### config.mk
export PLATFORM = sky130hd
export DESIGN_NAME = coolgirl_cfg_sequencer
export DESIGN_NICKNAME = d
export VERILOG_FILES = /design/src/rtl/coolgirl_cfg_sequencer_pkg.sv /design/src/rtl/coolgirl_cfg_shadow.sv /design/src/rtl/coolgirl_cfg_sequencer.sv
export SDC_FILE = /design/constraint.sdc
export NUM_CORES = 1
export LEC_CHECK = 0
export ABC_AREA = 1
export BUFFER_PORTS_ARGS = -buffer_cell sky130_fd_sc_hd__buf_2
export CAP_MARGIN = 15
export CORE_MARGIN = 2
export CORE_UTILIZATION = 51
export CTS_BUF_LIST = sky130_fd_sc_hd__clkbuf_8
export DETAILED_ROUTE_END_ITERATION = 10
export PLACE_DENSITY = 0.84
export SKIP_CTS_REPAIR_TIMING = 1
export SLEW_MARGIN = 15
export SYNTH_ARGS = -nofsm -noshare
export SYNTH_HDL_FRONTEND = slang
export SYNTH_SLANG_ARGS = --single-unit
### constraint.sdc
create_clock -name m2 -period 1.2 [get_ports m2]
set_input_delay 0 -clock m2 [delete_from_list [all_inputs] [get_ports m2]]
set_output_delay 0 -clock m2 [all_outputs]
set_load 0.02 [all_outputs]
### src/rtl/coolgirl_cfg_sequencer_pkg.sv
// Shared definitions for the CoolGirl configuration sequencer: register offsets,
// sequencer state encodings and the live/shadow configuration record with its reset value.
package coolgirl_cfg_sequencer_pkg;

  localparam logic [2:0] RegBaseLo = 3'd0;
  localparam logic [2:0] RegBaseHi = 3'd1;
  localparam logic [2:0] RegPrg    = 3'd2;
  localparam logic [2:0] RegChr    = 3'd3;
  localparam logic [2:0] RegFlags  = 3'd4;
  localparam logic [2:0] RegMapper = 3'd5;
  localparam logic [2:0] RegCtrl   = 3'd6;
  localparam logic [2:0] RegRsvd   = 3'd7;

  localparam logic [1:0] StIdle   = 2'd0;
  localparam logic [1:0] StApply  = 2'd1;
  localparam logic [1:0] StHold   = 2'd2;
  localparam logic [1:0] StLocked = 2'd3;

  typedef struct packed {
    logic [12:0] cpu_base;
    logic [6:0]  prg_mask;
    logic        rom6000;
    logic [4:0]  chr_mask;
    logic [1:0]  sram_page;
    logic        sram_en;
    logic        prg_we;
    logic        chr_we;
    logic        four_scr;
    logic [1:0]  mirroring;
    logic [5:0]  mapper;
  } cfg_t;

  localparam int unsigned CfgW = $bits(cfg_t);

  // Power-on layout boots the 32 KiB menu with CHR RAM writable.
  localparam cfg_t CfgReset = '{
    cpu_base:  13'd0,
    prg_mask:  7'b1111110,
    rom6000:   1'b0,
    chr_mask:  5'b11111,
    sram_page: 2'd0,
    sram_en:   1'b0,
    prg_we:    1'b0,
    chr_we:    1'b1,
    four_scr:  1'b0,
    mirroring: 2'd0,
    mapper:    6'd0
  };

endpackage

### src/rtl/coolgirl_cfg_shadow.sv
// Shadow register bank: collects CPU writes to R0..R5 until the sequencer commits them.
module coolgirl_cfg_shadow
  import coolgirl_cfg_sequencer_pkg::*;
#(
  parameter int unsigned USE_FOUR_SCREEN = 1
) (
  input  logic            m2,
  input  logic            reset_n,
  input  logic            we,
  input  logic [2:0]      idx,
  input  logic [7:0]      data,
  output logic [CfgW-1:0] shadow
);

  cfg_t shadow_q, shadow_d;

  always_comb begin
    shadow_d = shadow_q;
    if (we) begin
      case (idx)
        RegBaseLo: shadow_d.cpu_base[7:0]  = data;
        RegBaseHi: shadow_d.cpu_base[12:8] = data[4:0];
        RegPrg: begin
          shadow_d.prg_mask = data[6:0];
          shadow_d.rom6000  = data[7];
        end
        RegChr: begin
          shadow_d.chr_mask  = data[4:0];
          shadow_d.sram_page = data[6:5];
        end
        RegFlags: begin
          shadow_d.sram_en   = data[0];
          shadow_d.prg_we    = data[1];
          shadow_d.chr_we    = data[2];
          shadow_d.four_scr  = (USE_FOUR_SCREEN != 0) ? data[3] : 1'b0;
          shadow_d.mirroring = data[5:4];
        end
        RegMapper: shadow_d.mapper = data[5:0];
        default: ;
      endcase
    end
  end

  always_ff @(negedge m2) begin
    if (!reset_n) shadow_q <= CfgReset;
    else          shadow_q <= shadow_d;
  end

  assign shadow = shadow_q;

endmodule

### src/rtl/coolgirl_cfg_sequencer.sv
// CPU-side configuration controller: decodes $5000-$5FFF writes, commits the shadow bank
// atomically into the live config, holds the mapper in reset afterwards and supports locking.
module coolgirl_cfg_sequencer
  import coolgirl_cfg_sequencer_pkg::*;
#(
  parameter int unsigned MAPPER_RST_CYCLES = 4,
  parameter int unsigned USE_FOUR_SCREEN   = 1
) (
  input  logic        m2,
  input  logic        reset_n,
  input  logic        romsel,
  input  logic        cpu_rw_in,
  input  logic [14:0] cpu_addr_in,
  input  logic [7:0]  cpu_data_in,
  output logic [12:0] cpu_base,
  output logic [6:0]  prg_mask,
  output logic [4:0]  chr_mask,
  output logic [1:0]  sram_page,
  output logic        map_rom_on_6000,
  output logic        sram_enabled,
  output logic        prg_write_enabled,
  output logic        chr_write_enabled,
  output logic        four_screen,
  output logic [1:0]  mirroring,
  output logic [5:0]  mapper,
  output logic        mapper_reset,
  output logic        cfg_locked,
  output logic        write_dropped
);

  localparam int unsigned   CntW    = $clog2(MAPPER_RST_CYCLES + 1);
  localparam logic [CntW-1:0] CntLoad = CntW'(MAPPER_RST_CYCLES - 1);

  logic            reg_wr;
  logic [2:0]      reg_idx;
  logic            shadow_we;
  logic [CfgW-1:0] shadow_flat;
  cfg_t            shadow;
  logic            unused_addr;

  logic [1:0]      state_q, state_d;
  logic [CntW-1:0] cnt_q, cnt_d;
  logic            lock_pend_q, lock_pend_d;
  logic            dropped_q, dropped_d;
  logic            rst_hold_q;
  cfg_t            live_q, live_d;

  assign reg_wr      = romsel & ~cpu_rw_in & (cpu_addr_in[14:12] == 3'b101);
  assign reg_idx     = cpu_addr_in[2:0];
  assign unused_addr = ^cpu_addr_in[11:3];
  assign shadow_we   = reg_wr & (state_q == StIdle);
  assign shadow      = cfg_t'(shadow_flat);

  coolgirl_cfg_shadow #(
    .USE_FOUR_SCREEN(USE_FOUR_SCREEN)
  ) u_shadow (
    .m2     (m2),
    .reset_n(reset_n),
    .we     (shadow_we),
    .idx    (reg_idx),
    .data   (cpu_data_in),
    .shadow (shadow_flat)
  );

  always_comb begin
    state_d     = state_q;
    cnt_d       = cnt_q;
    lock_pend_d = lock_pend_q;
    live_d      = live_q;
    dropped_d   = 1'b0;
    unique case (state_q)
      StIdle: begin
        // Live config is loaded on the commit edge itself so it lines up with mapper_reset.
        if (reg_wr && reg_idx == RegCtrl) begin
          if (cpu_data_in[0]) begin
            live_d      = shadow;
            state_d     = StApply;
            cnt_d       = CntLoad;
            lock_pend_d = cpu_data_in[7];
          end else if (cpu_data_in[7]) begin
            state_d = StLocked;
          end
        end
      end
      StApply, StHold: begin
        dropped_d = reg_wr & (reg_idx != RegRsvd);
        if (cnt_q == '0) begin
          state_d     = lock_pend_q ? StLocked : StIdle;
          lock_pend_d = 1'b0;
        end else begin
          state_d = StHold;
          cnt_d   = cnt_q - 1'b1;
        end
      end
      default: dropped_d = reg_wr & (reg_idx != RegRsvd);
    endcase
  end

  always_ff @(negedge m2) begin
    if (!reset_n) begin
      state_q     <= StIdle;
      cnt_q       <= '0;
      lock_pend_q <= 1'b0;
      dropped_q   <= 1'b0;
      rst_hold_q  <= 1'b1;
      live_q      <= CfgReset;
    end else begin
      state_q     <= state_d;
      cnt_q       <= cnt_d;
      lock_pend_q <= lock_pend_d;
      dropped_q   <= dropped_d;
      rst_hold_q  <= 1'b0;
      live_q      <= live_d;
    end
  end

  assign cpu_base          = live_q.cpu_base;
  assign prg_mask          = live_q.prg_mask;
  assign chr_mask          = live_q.chr_mask;
  assign sram_page         = live_q.sram_page;
  assign map_rom_on_6000   = live_q.rom6000;
  assign sram_enabled      = live_q.sram_en;
  assign prg_write_enabled = live_q.prg_we;
  assign chr_write_enabled = live_q.chr_we;
  assign four_screen       = (USE_FOUR_SCREEN != 0) & live_q.four_scr;
  assign mirroring         = live_q.mirroring;
  assign mapper            = live_q.mapper;
  assign mapper_reset      = ~reset_n | rst_hold_q | (state_q == StApply) | (state_q == StHold);
  assign cfg_locked        = (state_q == StLocked);
  assign write_dropped     = dropped_q;

endmodule

==> metrics, run 1 <==
worst_ep grt mapper_reset; GPL Wtd Cong 0.844; Die Y 85.3 µm; Initial Util 53.0%; Last stage 5_1_grt; ys async rst share 0%; IO Count 70; Port Buffers 60; Cell Rows 29; Die Span X 85.3 µm; Syn Std Cell Area 3370 µm²; sequential share of the synthesized area 52.3%; Cells after Synth 440; library cells used by synthesis 22; DP Area 4200 µm²; Worst End Pin Type output port; Setup WS pre-CTS -0.604 ns; Max Buffers Root-to-Sink 2; hpwl dp 5680 µm; Num CTS Buffers 9; First Err [ERROR DPL-0038] Utilization greater than 100%, impossible to legalize; Post-synth top flop dfxtp_1; #FFs+latches synth 88; root buf cell clkbuf_8; largest net degree at the start of global routing 36; clock sink count 88; syn nets 473; outcome did not finish; yosys warns 0; Post-synth EDFFs 0; synthesized area per cell 7.65 µm²; number of H-tree levels 3
==> per-stage QoR <==
| step | instances | hold slack, ns | TNS, ns |
|---|---|---|---|
| CTS | 691 | 0.452 | -42.94 |
| detailed placement | 588 | 0.452 | -44.69 |
| global placement | 588 | 0.442 | -41.60 |
| floorplan | 440 | 0.248 | -20.25 |
==> logic make-up after synthesis <==
kind of cell | count (synthesis) | synth area share [%]
AO/OA/AOI/OAI | 66 | 9.92
AND/OR/NAND/NOR | 239 | 29.8
flip-flops | 88 | 52.3
adder cells (fa/ha/maj) | 6 | 2.23
buffers and inverters | 41 | 5.76
==> cell usage after synthesis (2+ instances only) <==
library cell,count,area share [%]
o21ai_0,2,0.30
buf_6,4,1.3
nor2_2,2,0.37
a21oi_1,62,9.2
inv_2,3,0.33
clkbuf_1,12,1.3
ha_1,6,2.2
nand3_1,64,9.5
inv_1,15,1.7
nor2_1,14,1.6
dfxtp_1,88,52
nand2_1,154,17
buf_2,5,0.74
==> inputs of run 2 (changes only) <==
--- a/config.mk
+++ b/config.mk
@@ -9,10 +9,9 @@
 export BUFFER_PORTS_ARGS = -buffer_cell sky130_fd_sc_hd__buf_2
 export CAP_MARGIN = 15
 export CORE_MARGIN = 2
-export CORE_UTILIZATION = 51
-export CTS_BUF_LIST = sky130_fd_sc_hd__clkbuf_8
+export CORE_UTILIZATION = 40
 export DETAILED_ROUTE_END_ITERATION = 10
-export PLACE_DENSITY = 0.84
+export PLACE_DENSITY_LB_ADDON = 0.15
 export SKIP_CTS_REPAIR_TIMING = 1
 export SLEW_MARGIN = 15
 export SYNTH_ARGS = -nofsm -noshare
==> constraint.sdc (replaced) <==
create_clock -name m2 -period 1.6 [get_ports m2]
set_input_delay 0 -clock m2 [delete_from_list [all_inputs] [get_ports m2]]
set_output_delay 0 -clock m2 [all_outputs]
set_load 0.02 [all_outputs]
==> run 2 against run 1 <==
Against the previous run: the flow now finishes, with violations (setup timing); synthesized cell count unchanged; synthesized area unchanged.
==> metrics, run 2 <==
outcome finished, violations left; failing checks setup timing; post-route setup slack -0.766 ns; Initial Util 41.2% (-12 points); fillcell total 748; Cells after Synth 440 (unchanged); largest net degree at the start of global routing 41; ys async rst share 0% (unchanged); Clock power frac 50.2%; first-pass GRT wire length 13500 µm; vias in the first global route 3235; Core Area 8180 µm²; Post-synth top flop dfxtp_1; most common cell in the netlist nand2_1; Startpoint Class register; Gate power share 4.5%; worst skew pair latency 0.43 ns; Max Buffers Root-to-Sink 2 (unchanged); synth cell count leaders nand2_1 (154), dfxtp_1 (88), nand3_1 (64), a21oi_1 (62), inv_1 (15); post-route cell area 5230 µm²; Setup WS pre-CTS -0.392 ns (+0.212 ns); power density over the cells 933 nW/µm²; number of H-tree levels 3 (unchanged); Die Y 95.7 µm (+12%); max_cap viols 0; routed wire length 8880 µm; CTS tree done; #FFs+latches synth 88 (unchanged); GRT Resource Usage Total 18.9%; Port Buffers 60 (unchanged); IO Count 70 (unchanged); library cells used by synthesis 22 (unchanged); crit path kind reg -> out; Crit Path Max Fanout 3; GPL Wtd Cong 0.806 (-4.5%); Tightest Pin Transition 0.273 ns; DR vias 3509; commonest non-fill, non-tap cell in the layout nand2_1; most frequent cells in the layout nand2_1 (133), inv_1 (96), a21oi_1 (59), nand3_1 (58), buf_6 (48); ANT cells 0; Post-synth EDFFs 0 (unchanged); Area Overhead vs Synth 55.3%; root buf cell clkbuf_8; Syn Std Cell Area 3370 µm² (unchanged); Leak Pwr 0.00251 µW; wire length per cell 12.1 µm; RSZ-0062 raised after global routing true; Max-slew headroom 81.7%; top cell type's share of synthesized area 52.3% (unchanged); final setup violating endpoints 43; Pint 3320 µW; CP required 1.60 ns; synth top area cells dfxtp_1 (52%), nand2_1 (17%), nand3_1 (9.5%), a21oi_1 (9.2%), ha_1 (2.2%); TNS Setup -3.11 ns; Worst Hold Class reg -> reg; Final Max Slew Viols 0; syn nets 473 (unchanged); Num CTS Buffers 9 (unchanged); share of cells above drive strength 1 34.8%; hold path startpoint u_shadow.shadow[12]; drt pass-1 iters 5; Fin. Hold Viols 0; power share of the sequential group 45.3%; DRC violations left 0; max reg flops 40; sw frac 32.0%; reg2reg start state_q[1]; clock sink count 88 (unchanged); yosys warns 0 (unchanged); Initial DRC Count 182; Antenna Nets Post-Route 0; WP data arrival 2.37 ns; synthesized area per cell 7.65 µm² (unchanged); Die Span X 95.7 µm (+12%); final global-route overflow total 0; # nets final 658; P_sw 1560 µW; Cell Rows 33 (+14%); Critical Path Source state_q[1]; Die Footprint 9170 µm²; initial antenna violation count 0; Worst-path clk slew 0.05 ns; sequential share of the synthesized area 52.3% (unchanged); Worst VDD drop 0.526 mV; Max Clock Skew 0.0225 ns; Worst setup EP type primary output; hpwl dp 5570 µm (-1.9%); Via-to-Cell Ratio 4.77; area leader, netlist dfxtp_1; DP Area 4140 µm² (-1.5%)
[run 2: cell counts after synthesis]
Identical to the previous run, type by type.
[run 2: stage by stage]
stage / utilization, % / total power [µW] / std cells / hold slack, ns
global placement: 50.6 / 2790 / 614 / 0.441
floorplan: - / 2680 / 440 / 0.248
detailed placement: 50.6 / 2790 / 614 / 0.445
global route: 64.0 / 5200 / 735 / 0.463
CTS: 57.1 / 4960 / 717 / 0.446
finish: 64.0 / 4880 / 735 / 0.447
[run 2: final cells by class]
class,instances,area (µm²),share of cell area (%)
Clock buffer,9,124,2.37
Multi-Input combinational cell,311,1610,30.8
Tap cell,105,131,2.51
Timing Repair Buffer,110,1050,20.1
Sequential cell,88,1820,34.7
Inverter,17,88.8,1.70
Clock inverter,95,409,7.82
[run 2: per-layer routing]
| layer | track usage, % | vias up | wire, µm |
|---|---|---|---|
| met1 | 22.5 | 1629 | 3950 |
| met4 | 9.64 | 0 | 52 |
| met3 | 8.46 | 8 | 370 |
| met2 | 29.0 | 59 | 4500 |
| li1 | - | 1813 | - |
| met5 | 0 | - | 0 |
[run 2: logic make-up after synthesis]
family	after synthesis	share of synthesized area, %
simple gates	239	29.8
flops	88	52.3
buf+inv	41	5.76
fa+ha+maj	6	2.23
compound gates	66	9.92
[run 2: path summary, 6_finish.rpt]
path | endpoint | slack (ns) | depth (start not counted)
worst min register to register | sram_page[0] | 0.45 | 2
worst min-delay path | sram_page[0] | 0.45 | 2
worst max register to register | cnt_q[0] | 0.08 | 10
worst max-delay path | mapper_reset | -0.77 | 4
[run 2: power groups by stage]
stage	sequential, µW	clock (µW)	combinational (µW)
final	2210	2450	220
after global routing	2210	2760	237
after CTS	2210	2540	208
after detailed placement	2250	337	208
after global placement	2250	337	206
after floorplan	2250	337	99.4
[run 2: critical path: stages, from the launching register on]
cell and delay (ns):
dfxtp_2 0.35, inv_2 0.06, ha_4 0.14, or4_4 0.47, buf_6 0.15
No activity file was read; power rests on OpenSTA's default activity.
==> inputs of run 3 (changes only) <==
--- a/config.mk
+++ b/config.mk
@@ -12,6 +12,7 @@
 export CORE_UTILIZATION = 40
 export DETAILED_ROUTE_END_ITERATION = 10
 export PLACE_DENSITY_LB_ADDON = 0.15
+export REMOVE_ABC_BUFFERS = 1
 export SKIP_CTS_REPAIR_TIMING = 1
 export SLEW_MARGIN = 15
 export SYNTH_ARGS = -nofsm -noshare
==> run 3 against run 2 <==
Against the previous run: the run still ends with setup timing left; flip-flop and latch count is the same; global-route usage rose by 1.6 points; critical path depth stayed put; power down 0.18%; sequential power is essentially flat; setup slack worse by 0.023 ns; non-clock buffer count shrank 7; critical path type unchanged.
==> metrics, run 3 (same netlist as run 2, synthesis figures left out) <==
Die Y 95.7 µm (unchanged); Antenna Nets Post-Route 0 (unchanged); routed wire length 8900 µm (+0.24%); worst reg2reg path endpoint u_shadow.shadow[28]; TNS Setup -2.89 ns (+0.227 ns); number of H-tree levels 3 (unchanged); Max Buffers Root-to-Sink 2 (unchanged); Worst Hold Class reg -> reg; GRT Resource Usage Total 20.5% (+1.6 points); # nets final 651 (-1.1%); vias in the first global route 3454 (+6.8%); DR vias 3521 (+0.34%); hold path startpoint u_shadow.shadow[31]; ANT cells 0 (unchanged); max reg flops 40 (unchanged); largest net degree at the start of global routing 36 (-12%); reg2reg start state_q[0]; failing checks setup timing; Cell Rows 33 (unchanged); Area Overhead vs Synth 47.8%; Die Span X 95.7 µm (unchanged); DP Area 4010 µm² (-3.1%); Initial DRC Count 140 (-23%); power density over the cells 979 nW/µm² (+4.9%); Via-to-Cell Ratio 4.84 (+1.3%); Final Max Slew Viols 0 (unchanged); post-route cell area 4970 µm² (-4.9%); Worst VDD drop 0.606 mV (+15%); Core Area 8180 µm² (unchanged); worst skew pair latency 0.41 ns (-0.02 ns); Tightest Pin Transition 0.305 ns (+0.0315 ns); Die Footprint 9170 µm² (unchanged); outcome finished, violations left; Setup WS pre-CTS -0.433 ns (-0.0419 ns); crit path kind reg -> out; root buf cell clkbuf_8; Hold EP cpu_base[4]; IO Count 70 (unchanged); Max-slew headroom 79.7% (-2.0 points); Crit Path Max Fanout 3 (unchanged); Max Clock Skew 0.0171 ns (-0.00542 ns); post-route setup slack -0.788 ns (-0.0226 ns); hpwl dp 5470 µm (-1.8%); CP required 1.60 ns (about the same); cells on worst reg2reg path 9 (-1); final setup violating endpoints 43 (unchanged); max_cap viols 0 (unchanged); Worst setup EP type primary output; RSZ-0062 raised after global routing true; Num CTS Buffers 9 (unchanged); WP data arrival 2.39 ns (+0.02 ns); drt pass-1 iters 4 (-1); clock sink count 88 (unchanged); wire length per cell 12.2 µm (+1.2%); commonest non-fill, non-tap cell in the layout nand2_1; share of cells above drive strength 1 29.2% (-5.5 points); Port Buffers 60 (unchanged); r2r setup slk 0.13 ns (+0.05 ns); CTS tree done; most frequent cells in the layout nand2_1 (151), inv_1 (101), nand3_1 (63), a21oi_1 (58), buf_6 (47); Leak Pwr 0.00239 µW (-4.9%); fillcell total 765 (+2.3%); initial antenna violation count 0 (unchanged); Initial Util 41.2% (unchanged); Hold Crit Depth 2 (unchanged); Fin. Hold Viols 0 (unchanged); first-pass GRT wire length 14500 µm (+7.4%); DRC violations left 0 (unchanged); Worst-path clk slew 0.04 ns (about the same); final global-route overflow total 0 (unchanged); Startpoint Class register; GPL Wtd Cong 0.809 (+0.40%)
run 3: cell type report:
| cell class | count | area, µm² | share of cell area [%] |
|---|---|---|---|
| Clock inverter | 95 | 405 | 8.15 |
| Tap cell | 105 | 131 | 2.64 |
| Clock buffer | 9 | 124 | 2.49 |
| Timing Repair Buffer | 103 | 970 | 19.5 |
| Sequential cell | 88 | 1820 | 36.5 |
| Inverter | 17 | 63.8 | 1.28 |
| Multi-Input combinational cell | 311 | 1470 | 29.5 |
run 3: how the worst max path moves through the flow:
stage                    startpoint  cells past startpoint           end
global route             state_q[1]                      4  mapper_reset
detailed placement       state_q[1]                      4  mapper_reset
floorplan           cpu_addr_in[13]                      7   cpu_base[0]
global placement         state_q[1]                      4  mapper_reset
CTS                      state_q[1]                      4  mapper_reset
finish                   state_q[1]                      4  mapper_reset
run 3: worst max-delay path: stages, from the launching register on:
cell and delay, ns:
dfxtp_2 0.33, buf_4 0.13, ha_2 0.16, or4_4 0.42, buf_6 0.15
run 3: power breakdown:
group | total, µW | switching, µW | internal [µW]
clock network | 2460 | 1430 | 1030
registers | 2210 | 2.93 | 2210
logic | 198 | 122 | 75.8
total | 4870 | 1560 | 3310
run 3: per-stage QoR:
step / utilization, % / instances / total power (µW) / hold WS (ns)
final: 60.9 / 728 / 4870 / 0.450
after global routing: 60.9 / 728 / 5250 / 0.464
after floorplan: - / 417 / 2650 / 0.429
after detailed placement: 49.1 / 619 / 2770 / 0.446
after CTS: 55.5 / 722 / 4970 / 0.457
after global placement: 49.1 / 619 / 2770 / 0.444
run 3: per-layer routing:
layer | GRT usage (%) | share of wire [%] | up-vias
li1 | - | - | 1797
met1 | 23.6 | 45 | 1609
met2 | 31.2 | 48 | 107
met3 | 8.77 | 6.9 | 8
met4 | 13.1 | 0.79 | 0
met5 | 0 | 0 | -
